File: src/rtl/fetch_unit_pkg.sv
// Shared opcode, field and state definitions for the fetch stage and the decoder.
package fetch_unit_pkg;

  localparam int unsigned OPC_MSB = 15;
  localparam int unsigned OPC_LSB = 11;
  localparam int unsigned OPC_W   = OPC_MSB - OPC_LSB + 1;

  typedef logic [OPC_W-1:0] opcode_t;

  localparam opcode_t OP_LDM  = 5'b00111;
  localparam opcode_t OP_LDD  = 5'b01110;
  localparam opcode_t OP_STD  = 5'b01111;
  localparam opcode_t OP_SHL  = 5'b10100;
  localparam opcode_t OP_SHR  = 5'b10101;
  localparam opcode_t OP_JMP  = 5'b11000;
  localparam opcode_t OP_CALL = 5'b11001;
  localparam opcode_t OP_RET  = 5'b11010;
  localparam opcode_t OP_RTI  = 5'b11011;
  localparam opcode_t OP_NOP  = 5'b11111;

  typedef enum logic [1:0] {
    StFetchOp  = 2'd0,
    StFetchImm = 2'd1,
    StIssue    = 2'd2,
    StDrain    = 2'd3
  } fetch_state_e;

  function automatic opcode_t get_opcode(input logic [15:0] word);
    return word[OPC_MSB:OPC_LSB];
  endfunction

endpackage

File: src/rtl/fetch_len_decode.sv
// Instruction length decode: flags opcodes that carry a second (immediate) word.
module fetch_len_decode
  import fetch_unit_pkg::*;
(
  input  opcode_t opcode_i,
  output logic    needs_imm_o
);

  always_comb begin
    needs_imm_o = 1'b0;
    case (opcode_i)
      OP_LDM, OP_LDD, OP_STD, OP_SHL, OP_SHR: needs_imm_o = 1'b1;
      default:                                needs_imm_o = 1'b0;
    endcase
  end

endmodule

File: src/rtl/fetch_unit.sv
// Instruction fetch/issue stage: fetches one- or two-word instructions from a
// variable-latency memory and hands them to decode over a valid/ready handshake.
module fetch_unit
  import fetch_unit_pkg::*;
#(
  parameter int unsigned       ADDR_W       = 16,
  parameter logic [ADDR_W-1:0] RESET_VECTOR = '0
) (
  input  logic              clk,
  input  logic              rst_n,
  output logic              imem_req,
  output logic [ADDR_W-1:0] imem_addr,
  input  logic              imem_valid,
  input  logic [15:0]       imem_rdata,
  input  logic              pc_load,
  input  logic [ADDR_W-1:0] pc_load_addr,
  output logic              inst_valid,
  input  logic              inst_ready,
  output logic [15:0]       inst,
  output logic [15:0]       imm,
  output logic [ADDR_W-1:0] inst_pc
);

  fetch_state_e      state_q, state_d;
  logic [ADDR_W-1:0] pc_q, pc_d;
  logic [ADDR_W-1:0] imem_addr_q, imem_addr_d;
  logic [ADDR_W-1:0] inst_pc_q, inst_pc_d;
  logic [15:0]       inst_q, inst_d;
  logic [15:0]       imm_q, imm_d;
  logic              imem_req_q, imem_req_d;
  opcode_t           rsp_opcode;
  logic              needs_imm;
  logic              rsp;

  assign rsp_opcode = get_opcode(imem_rdata);

  fetch_len_decode u_len_decode (
    .opcode_i    (rsp_opcode),
    .needs_imm_o (needs_imm)
  );

  // A response only counts while our own request is still outstanding.
  assign rsp = imem_req_q & imem_valid;

  always_comb begin
    state_d    = state_q;
    pc_d       = pc_q;
    inst_d     = inst_q;
    imm_d      = imm_q;
    inst_pc_d  = inst_pc_q;
    imem_req_d = 1'b0;

    unique case (state_q)
      StFetchOp, StFetchImm: begin
        if (pc_load) begin
          pc_d    = pc_load_addr;
          // Without a request in flight there is nothing to drain.
          state_d = (imem_req_q && !imem_valid) ? StDrain : StFetchOp;
        end else if (rsp) begin
          pc_d = pc_q + ADDR_W'(1);
          if (state_q == StFetchOp) begin
            inst_d    = imem_rdata;
            inst_pc_d = pc_q;
            imm_d     = '0;
            state_d   = needs_imm ? StFetchImm : StIssue;
          end else begin
            imm_d   = imem_rdata;
            state_d = StIssue;
          end
        end else begin
          imem_req_d = 1'b1;
        end
      end
      StIssue: begin
        if (pc_load) begin
          pc_d    = pc_load_addr;
          state_d = StFetchOp;
        end else if (inst_ready) begin
          state_d = StFetchOp;
        end
      end
      StDrain: begin
        if (pc_load) begin
          pc_d = pc_load_addr;
        end
        if (imem_valid) begin
          state_d = StFetchOp;
        end
      end
      default: state_d = StFetchOp;
    endcase

    // pc_d only moves when the request drops, so the address is stable while req is high.
    imem_addr_d = pc_d;
  end

  always_ff @(posedge clk or negedge rst_n) begin
    if (!rst_n) begin
      state_q     <= StFetchOp;
      pc_q        <= RESET_VECTOR;
      imem_addr_q <= RESET_VECTOR;
      imem_req_q  <= 1'b0;
      inst_q      <= '0;
      imm_q       <= '0;
      inst_pc_q   <= '0;
    end else begin
      state_q     <= state_d;
      pc_q        <= pc_d;
      imem_addr_q <= imem_addr_d;
      imem_req_q  <= imem_req_d;
      inst_q      <= inst_d;
      imm_q       <= imm_d;
      inst_pc_q   <= inst_pc_d;
    end
  end

  assign imem_req   = imem_req_q;
  assign imem_addr  = imem_addr_q;
  assign inst_valid = (state_q == StIssue);
  assign inst       = inst_q;
  assign imm        = imm_q;
  assign inst_pc    = inst_pc_q;

endmodule

File: config.mk
export PLATFORM = sky130hd
export DESIGN_NAME = fetch_unit
export DESIGN_NICKNAME = d
export VERILOG_FILES = /design/src/rtl/fetch_unit_pkg.sv /design/src/rtl/fetch_len_decode.sv /design/src/rtl/fetch_unit.sv
export SDC_FILE = /design/constraint.sdc
export NUM_CORES = 1
export LEC_CHECK = 0
export ABC_AREA = 0
export BUFFER_PORTS_ARGS = -buffer_cell sky130_fd_sc_hd__buf_2
export CORE_ASPECT_RATIO = 0.5
export CORE_UTILIZATION = 47
export CTS_BUF_LIST = sky130_fd_sc_hd__clkbuf_8
export CTS_CLUSTER_DIAMETER = 100
export DETAILED_ROUTE_END_ITERATION = 10
export PLACE_DENSITY = 0.8
export RECOVER_POWER = 100
export SETUP_SLACK_MARGIN = 0.2
export SLEW_MARGIN = 20
export SYNTH_ARGS = -nofsm -noshare
export SYNTH_HDL_FRONTEND = slang
export SYNTH_SLANG_ARGS = --single-unit
export TNS_END_PERCENT = 5
File: constraint.sdc
create_clock -name clk -period 1.86 [get_ports clk]
set_input_delay 0.465 -clock clk [delete_from_list [all_inputs] [get_ports clk]]
set_output_delay 0.465 -clock clk [all_outputs]
set_load 0.01 [all_outputs]
==> impl_metrics.ini, run 1 <==
[layout]
layout_commonest_cell = sky130_fd_sc_hd__dfrtp_1
final_core_area_utilization_pct = 62.2
finish.instance_area_sq_um = 3800
multi_input_area_sq_um = 1230
antenna-diode-count = 0
area.growth.synth_to_final_pct = 26.7
seqCellArea_sq_um = 1680
fin_nets = 421
layout.cells.non_filler = 476
layout_cells_sized_above_1_pct = 26.8
mostFrequentLayoutCells = 66 x sky130_fd_sc_hd__dfrtp_1, 64 x sky130_fd_sc_hd__clkbuf_1, 49 x sky130_fd_sc_hd__nand2_1
nFillCells = 550

[timing]
final_max_slew_viol_count = 0
maxSlewHeadroom_pct = 73.2
setup-violations-final = 0
timing_hold_violations_final = 0
worst_clock_skew_ns = 0.00777
timing.final.crit_share_pct = 90.7
clock.fmax_ghz = 0.593
min_period_ns = 1.69
rsz0062_at_grt = true
setup-tns-final_ns = 0
worst_pin_slew_ns = 0.399

[clock_tree]
postCtsSetupBuffers = 0
cts_root_buffer = sky130_fd_sc_hd__clkbuf_8
htreeDepth = 3
clock_tree_from_tritoncts = built
clock_sink_count = 67
cts-root-to-sink-buffers = 2
clk_latency_worst_skew_pair_ns = 0.35
tritoncts.num_buffers = 9
cts.reportedPaths.clkPinSlew_ns = 0.07
cts.hold.buffers_added = 0

[routing]
mean_number_of_vias_per_cell = 5.15
detailedRoute.firstPassIterationCount = 4
detail_route.drc_violations = 0
ant_nets = 0
drt-initial-drc-count = 184
totalWireLength_um = 7120
routed-via-count = 2450
detail_route.wl_per_cell_um = 15.0

[global_routing]
first_global_vias = 2424
initial_antenna_violation_count = 0
grt_remaining_overflow = 0
track_usage_pct = 22.6
grt_pass1_wl_um = 11300
grt_start_max_net_pins = 68

[pwr]
sequentialPowerShare_pct = 43.3
clkPwrFrac_pct = 25.2
switching_share_pct = 33.7
report.power.total_mw = 5.37
power_leakage_nw = 1.66
power_density_nw_per_um2 = 1410
power.net_switching_mw = 1.81
power_report.internal_total_mw = 3.56
share_comb_of_total_power_pct = 31.5
worst_ir_drop_vdd_v = 0.000682

[floorplanning]
floorplan.initialDensity_pct = 49.1
die_h_um = 58.5
design.portCount = 103
core_sq_um = 6110
number_of_cell_rows = 20
die-area_sq_um = 6720
die_w_um = 115

[synth]
asyncSetResetFlopFracSynth_pct = 100
syn_avg_cell_area_sq_um = 10.9
synth_top_flop_cell = sky130_fd_sc_hd__dfrtp_1
synth_seq_cells = 67
synth.distinct_cells = 38
synth_largest_area_cell = sky130_fd_sc_hd__dfrtp_1
ys_top_cells_by_area = sky130_fd_sc_hd__dfrtp_1 56%, sky130_fd_sc_hd__mux2_2 12%, sky130_fd_sc_hd__nand2_1 6.1%
syn_nets = 313
number_of_synthesis_warnings = 0
sequential_to_total_area_share_from_yosys_stat_pct = 55.9
synth_enable_flop_cells = 0
synthesis.area_sq_um = 3000
synth_cells = 275
yosysTopAreaCellShare_pct = 55.9

[critical_path]
worstPathRequired_ns = 2.09
cpMaxStageDelayCell = sky130_fd_sc_hd__dfrtp_1
worst_setup_path_end_kind = flop
crit_arrival_ns = 1.92
r2r_setup_slack_ns = 0.17
crit_top_cell = sky130_fd_sc_hd__o31a_1
critical_path.startpoint_type = flop
cells_along_the_critical_path = nand3b_2, or3_1, o31a_1, o31a_1
cpPeakStageDelay_ns = 0.49
timing.critical_path.fanout_max = 8
worstSetupPathType = flop to flop

[run_status]
status = finished clean

[placement]
hpwl_um = 5070
dp_cells = 460
dpl-instance-area_sq_um = 3670
gp_congestion = 0.773
port-buffer-count = 102

[run]
max_cap_viol_count = 0

[min_path]
min_delay_worst_type = input pin to asynchronous set/reset pin
worst paths after layout:
kind                                     from                        end  cells past startpoint
max in group asynchronous               rst_n   imem_addr[1]$_DFFE_PN0P_                      2
min in group clk             pc_load_addr[11]  imem_addr[11]$_DFFE_PN0P_                      3
min                                     rst_n        imm[14]$_DFFE_PN0P_                      2
max                        imem_req$_DFF_PN0_  imem_addr[13]$_DFFE_PN0P_                      4
min reg2reg                imm[1]$_DFFE_PN0P_         imm[1]$_DFFE_PN0P_                      2
max reg2reg                imem_req$_DFF_PN0_  imem_addr[13]$_DFFE_PN0P_                      4
cells by family (layout without fill, tap and decap cells):
logic type	after synthesis	count (layout)	share of synthesized area [%]
xor gates and xnor gates	8	8	2.34
and+or+nand+nor	95	95	15.5
buffers and inverters	22	135	3.21
adders and majority gates	1	1	0.417
muxes	35	35	13.1
DFF	67	67	55.9
AOI/OAI and AO/OA	47	47	9.52
worst max-delay path, delay by kind of cell (launching register included):
family | cells | cell delay [ns]
compound gates | 2 | 0.51
flops | 1 | 0.49
simple gates | 2 | 0.57
sequential cells by signal, indices dropped and copies added, names as in the netlist:
signal / count
state_q: 2
inst: 16
imm: 16
inst_pc: 16
imem_addr: 16
imem_req: 1
final cells by class:
cell class,count,share of cell area [%]
Clock buffer,11,3.99
Clock inverter,5,2.01
Inverter,4,0.395
Multi-Input combinational cell,186,32.3
Sequential cell,67,44.2
Tap cell,88,2.90
Timing Repair Buffer,115,14.2
through the flow:
stage                     hold slack, ns  worst slack [ns]
after CTS                          0.128             0.150
after detailed placement           0.465            0.0871
final                              0.163             0.174
after global placement             0.462             0.149
after floorplan                    0.169             0.107
after global routing               0.207            0.0650
metal layers:
metal	routed length (um)	part of all wire [%]	global-route usage, %
met3	234	3.3	7.00
met2	3500	49	38.2
met4	77	1.1	8.53
met1	3310	47	27.8
met5	0	0	0
synth_stat cells, types with 2 or more instances:
cell,count
sky130_fd_sc_hd__mux2_2,32
sky130_fd_sc_hd__a21oi_1,4
sky130_fd_sc_hd__clkbuf_1,12
sky130_fd_sc_hd__o21ai_0,28
sky130_fd_sc_hd__xnor2_1,4
sky130_fd_sc_hd__buf_2,5
sky130_fd_sc_hd__a211oi_1,3
sky130_fd_sc_hd__mux2i_1,2
sky130_fd_sc_hd__nor4_1,7
sky130_fd_sc_hd__xor2_1,4
sky130_fd_sc_hd__nand2_1,49
sky130_fd_sc_hd__inv_1,4
sky130_fd_sc_hd__nand2b_1,4
sky130_fd_sc_hd__nand3_1,4
sky130_fd_sc_hd__o31a_1,5
sky130_fd_sc_hd__nor2b_1,2
sky130_fd_sc_hd__nor2_1,11
sky130_fd_sc_hd__nand4_1,8
sky130_fd_sc_hd__nor3_1,2
sky130_fd_sc_hd__dfrtp_1,67
power by group through the flow:
| stage | combinational [mW] | clock, mW | sequential, mW |
|---|---|---|---|
| 3_3_place_gp | 1.79 | 0 | 2.29 |
| 5_1_grt | 1.87 | 1.44 | 2.40 |
| 4_1_cts | 1.87 | 1.39 | 2.31 |
| 6_report | 1.69 | 1.35 | 2.32 |
| 3_5_place_dp | 1.85 | 0 | 2.33 |
| 2_1_floorplan | 0.781 | 0 | 2.57 |
what timing repair did:
item,CTS,global route
resized for setup,3,4
pin swaps,0,1
endpoints found under the setup margin,7,26
Power figures use the tool's default switching activity.
==> run 2, diff against run 1 <==
--- a/config.mk
+++ b/config.mk
@@ -7,7 +7,7 @@
 export LEC_CHECK = 0
 export ABC_AREA = 0
 export BUFFER_PORTS_ARGS = -buffer_cell sky130_fd_sc_hd__buf_2
-export CORE_ASPECT_RATIO = 0.5
+export CORE_ASPECT_RATIO = 0.75
 export CORE_UTILIZATION = 47
 export CTS_BUF_LIST = sky130_fd_sc_hd__clkbuf_8
 export CTS_CLUSTER_DIAMETER = 100
==> impl_metrics.ini, run 2 (synthesized netlist as in run 1, its figures left out) <==
[run_status]
status = finished clean

[pwr]
power_leakage_nw = 1.68
power_density_nw_per_um2 = 1370
worst_ir_drop_vdd_v = 0.000820

[routing]
ant_nets = 0
mean_number_of_vias_per_cell = 5.24
detail_route.drc_violations = 0
detailedRoute.firstPassIterationCount = 4
totalWireLength_um = 7370
routed-via-count = 2474
detail_route.wl_per_cell_um = 15.6
drt-initial-drc-count = 95

[critical_path]
worstPathRequired_ns = 2.08
cells_along_the_critical_path = nand4_1, or3_1, o31a_1, o31a_1
crit_arrival_ns = 1.94
critical_path.startpoint_type = flop
path_delay_family = simple AND/OR/NAND/NOR gates
cpMaxStageDelayCell = sky130_fd_sc_hd__dfrtp_1
cpPeakStageDelay_ns = 0.47
worst_setup_path_end_kind = flop
timing.critical_path.fanout_max = 7
rr_worst_depth = 4
crit_top_cell = sky130_fd_sc_hd__o31a_1
buf_inv_on_cp = 0
r2r_setup_slack_ns = 0.14
rr_startpoint = imem_addr[0]$_DFFE_PN0P_
crit-reg2reg-capture = imem_addr[15]$_DFFE_PN0P_
worstSetupPathType = flop to flop

[floorplanning]
die-area_sq_um = 6700
die_w_um = 94.2
die_h_um = 71.2
core_sq_um = 5980
floorplan.initialDensity_pct = 50.1
number_of_cell_rows = 24
design.portCount = 103

[clock_tree]
clk_latency_worst_skew_pair_ns = 0.33
htreeDepth = 3
cts.reportedPaths.clkPinSlew_ns = 0.07
cts-root-to-sink-buffers = 2
tritoncts.num_buffers = 9
cts_root_buffer = sky130_fd_sc_hd__clkbuf_8
clock_sink_count = 67
clock_tree_from_tritoncts = built

[global_routing]
grt_start_max_net_pins = 68
first_global_vias = 2336
initial_antenna_violation_count = 0
grt_remaining_overflow = 0
track_usage_pct = 22.2
grt_pass1_wl_um = 11200

[min_path]
holdCritStartpoint = pc_load_addr[9]
hold-path-endpoint = imem_addr[9]$_DFFE_PN0P_
min_delay_worst_type = input pin to flop
hold-path-cell-count = 3

[timing]
worst_pin_slew_ns = 0.921
maxSlewHeadroom_pct = 38.6
clock.fmax_ghz = 0.581
timing.final.crit_share_pct = 92.6
min_period_ns = 1.72
timing_hold_violations_final = 0
setup-tns-final_ns = 0
worst_clock_skew_ns = 0.00885
final_max_slew_viol_count = 0
rsz0062_at_grt = true
setup-violations-final = 0

[layout]
layout_cells_sized_above_1_pct = 28.2
finish.instance_area_sq_um = 3820
area.growth.synth_to_final_pct = 27.5
mostFrequentLayoutCells = 66 x sky130_fd_sc_hd__dfrtp_1, 65 x sky130_fd_sc_hd__clkbuf_1, 49 x sky130_fd_sc_hd__nand2_1
antenna-diode-count = 0
fin_nets = 427
layout_commonest_cell = sky130_fd_sc_hd__dfrtp_1
nFillCells = 527

[placement]
dpl-instance-area_sq_um = 3700
gp_congestion = 0.856
port-buffer-count = 102
hpwl_um = 5090

[run]
max_cap_viol_count = 0
run 2: metrics by stage:
step / hold slack, ns / util (%) / setup WS (ns) / power [mW] / std cells
floorplan: 0.169 / - / 0.107 / 3.35 / 275
finish: 0.337 / 63.9 / 0.138 / 5.22 / 472
global route: 0.338 / 63.9 / 0.0942 / 5.54 / 472
CTS: 0.145 / 65.2 / 0.161 / 5.40 / 470
global placement: 0.460 / 61.9 / 0.128 / 4.12 / 454
detailed placement: 0.470 / 61.9 / 0.0509 / 4.21 / 454
run 2: layer usage:
metal / vias to the layer above / track usage, % / share of wire (%)
met5: - / 0 / 0
met4: 0 / 8.38 / 1.7
met3: 18 / 6.13 / 5.3
met2: 83 / 34.2 / 47
met1: 1178 / 29.9 / 46
li1: 1195 / - / -
run 2: worst max-delay path by stage:
stage	startpoint	end	cells after the start
2_1_floorplan	state_q[1]$_DFFE_PN0P_	imem_addr[13]$_DFFE_PN0P_	6
3_3_place_gp	imem_valid	imem_addr[15]$_DFFE_PN0P_	5
3_5_place_dp	imem_valid	imem_addr[15]$_DFFE_PN0P_	5
4_1_cts	imem_addr[1]$_DFFE_PN0P_	imem_addr[10]$_DFFE_PN0P_	6
5_1_grt	imem_addr[0]$_DFFE_PN0P_	imem_addr[15]$_DFFE_PN0P_	4
6_report	imem_addr[0]$_DFFE_PN0P_	imem_addr[15]$_DFFE_PN0P_	4
run 2: report_power, final:
part	leakage, nW	switching, mW	internal (mW)
Sequential	0.828	0.327	1.99
Combinational	0.750	0.960	0.771
Clock	0.103	0.532	0.644
run 2: repair_timing:
| action | 4_1_cts | 5_1_grt |
|---|---|---|
| pin swaps | 0 | 3 |
| endpoints found under the hold margin | 0 | 0 |
| cloned | 0 | 0 |
| gates resized for setup | 3 | 9 |
| setup endpoints to repair | 7 | 7 |
| setup buffers | 0 | 2 |
| hold buffers | 0 | 0 |
run 2: layout make-up:
type / count / area, sq um / area share (%)
Clock inverter: 6 / 56.3 / 1.47
Multi-Input combinational cell: 186 / 1250 / 32.9
Timing Repair Buffer: 121 / 581 / 15.2
Clock buffer: 10 / 138 / 3.60
Inverter: 4 / 15.0 / 0.393
Sequential cell: 67 / 1680 / 43.9
Tap cell: 78 / 97.6 / 2.55
run 2: worst min-delay path: stages:
cell and delay, ns:
sky130_fd_sc_hd__buf_2 0.08, sky130_fd_sc_hd__nand2_1 0.04, sky130_fd_sc_hd__o21ai_0 0.05
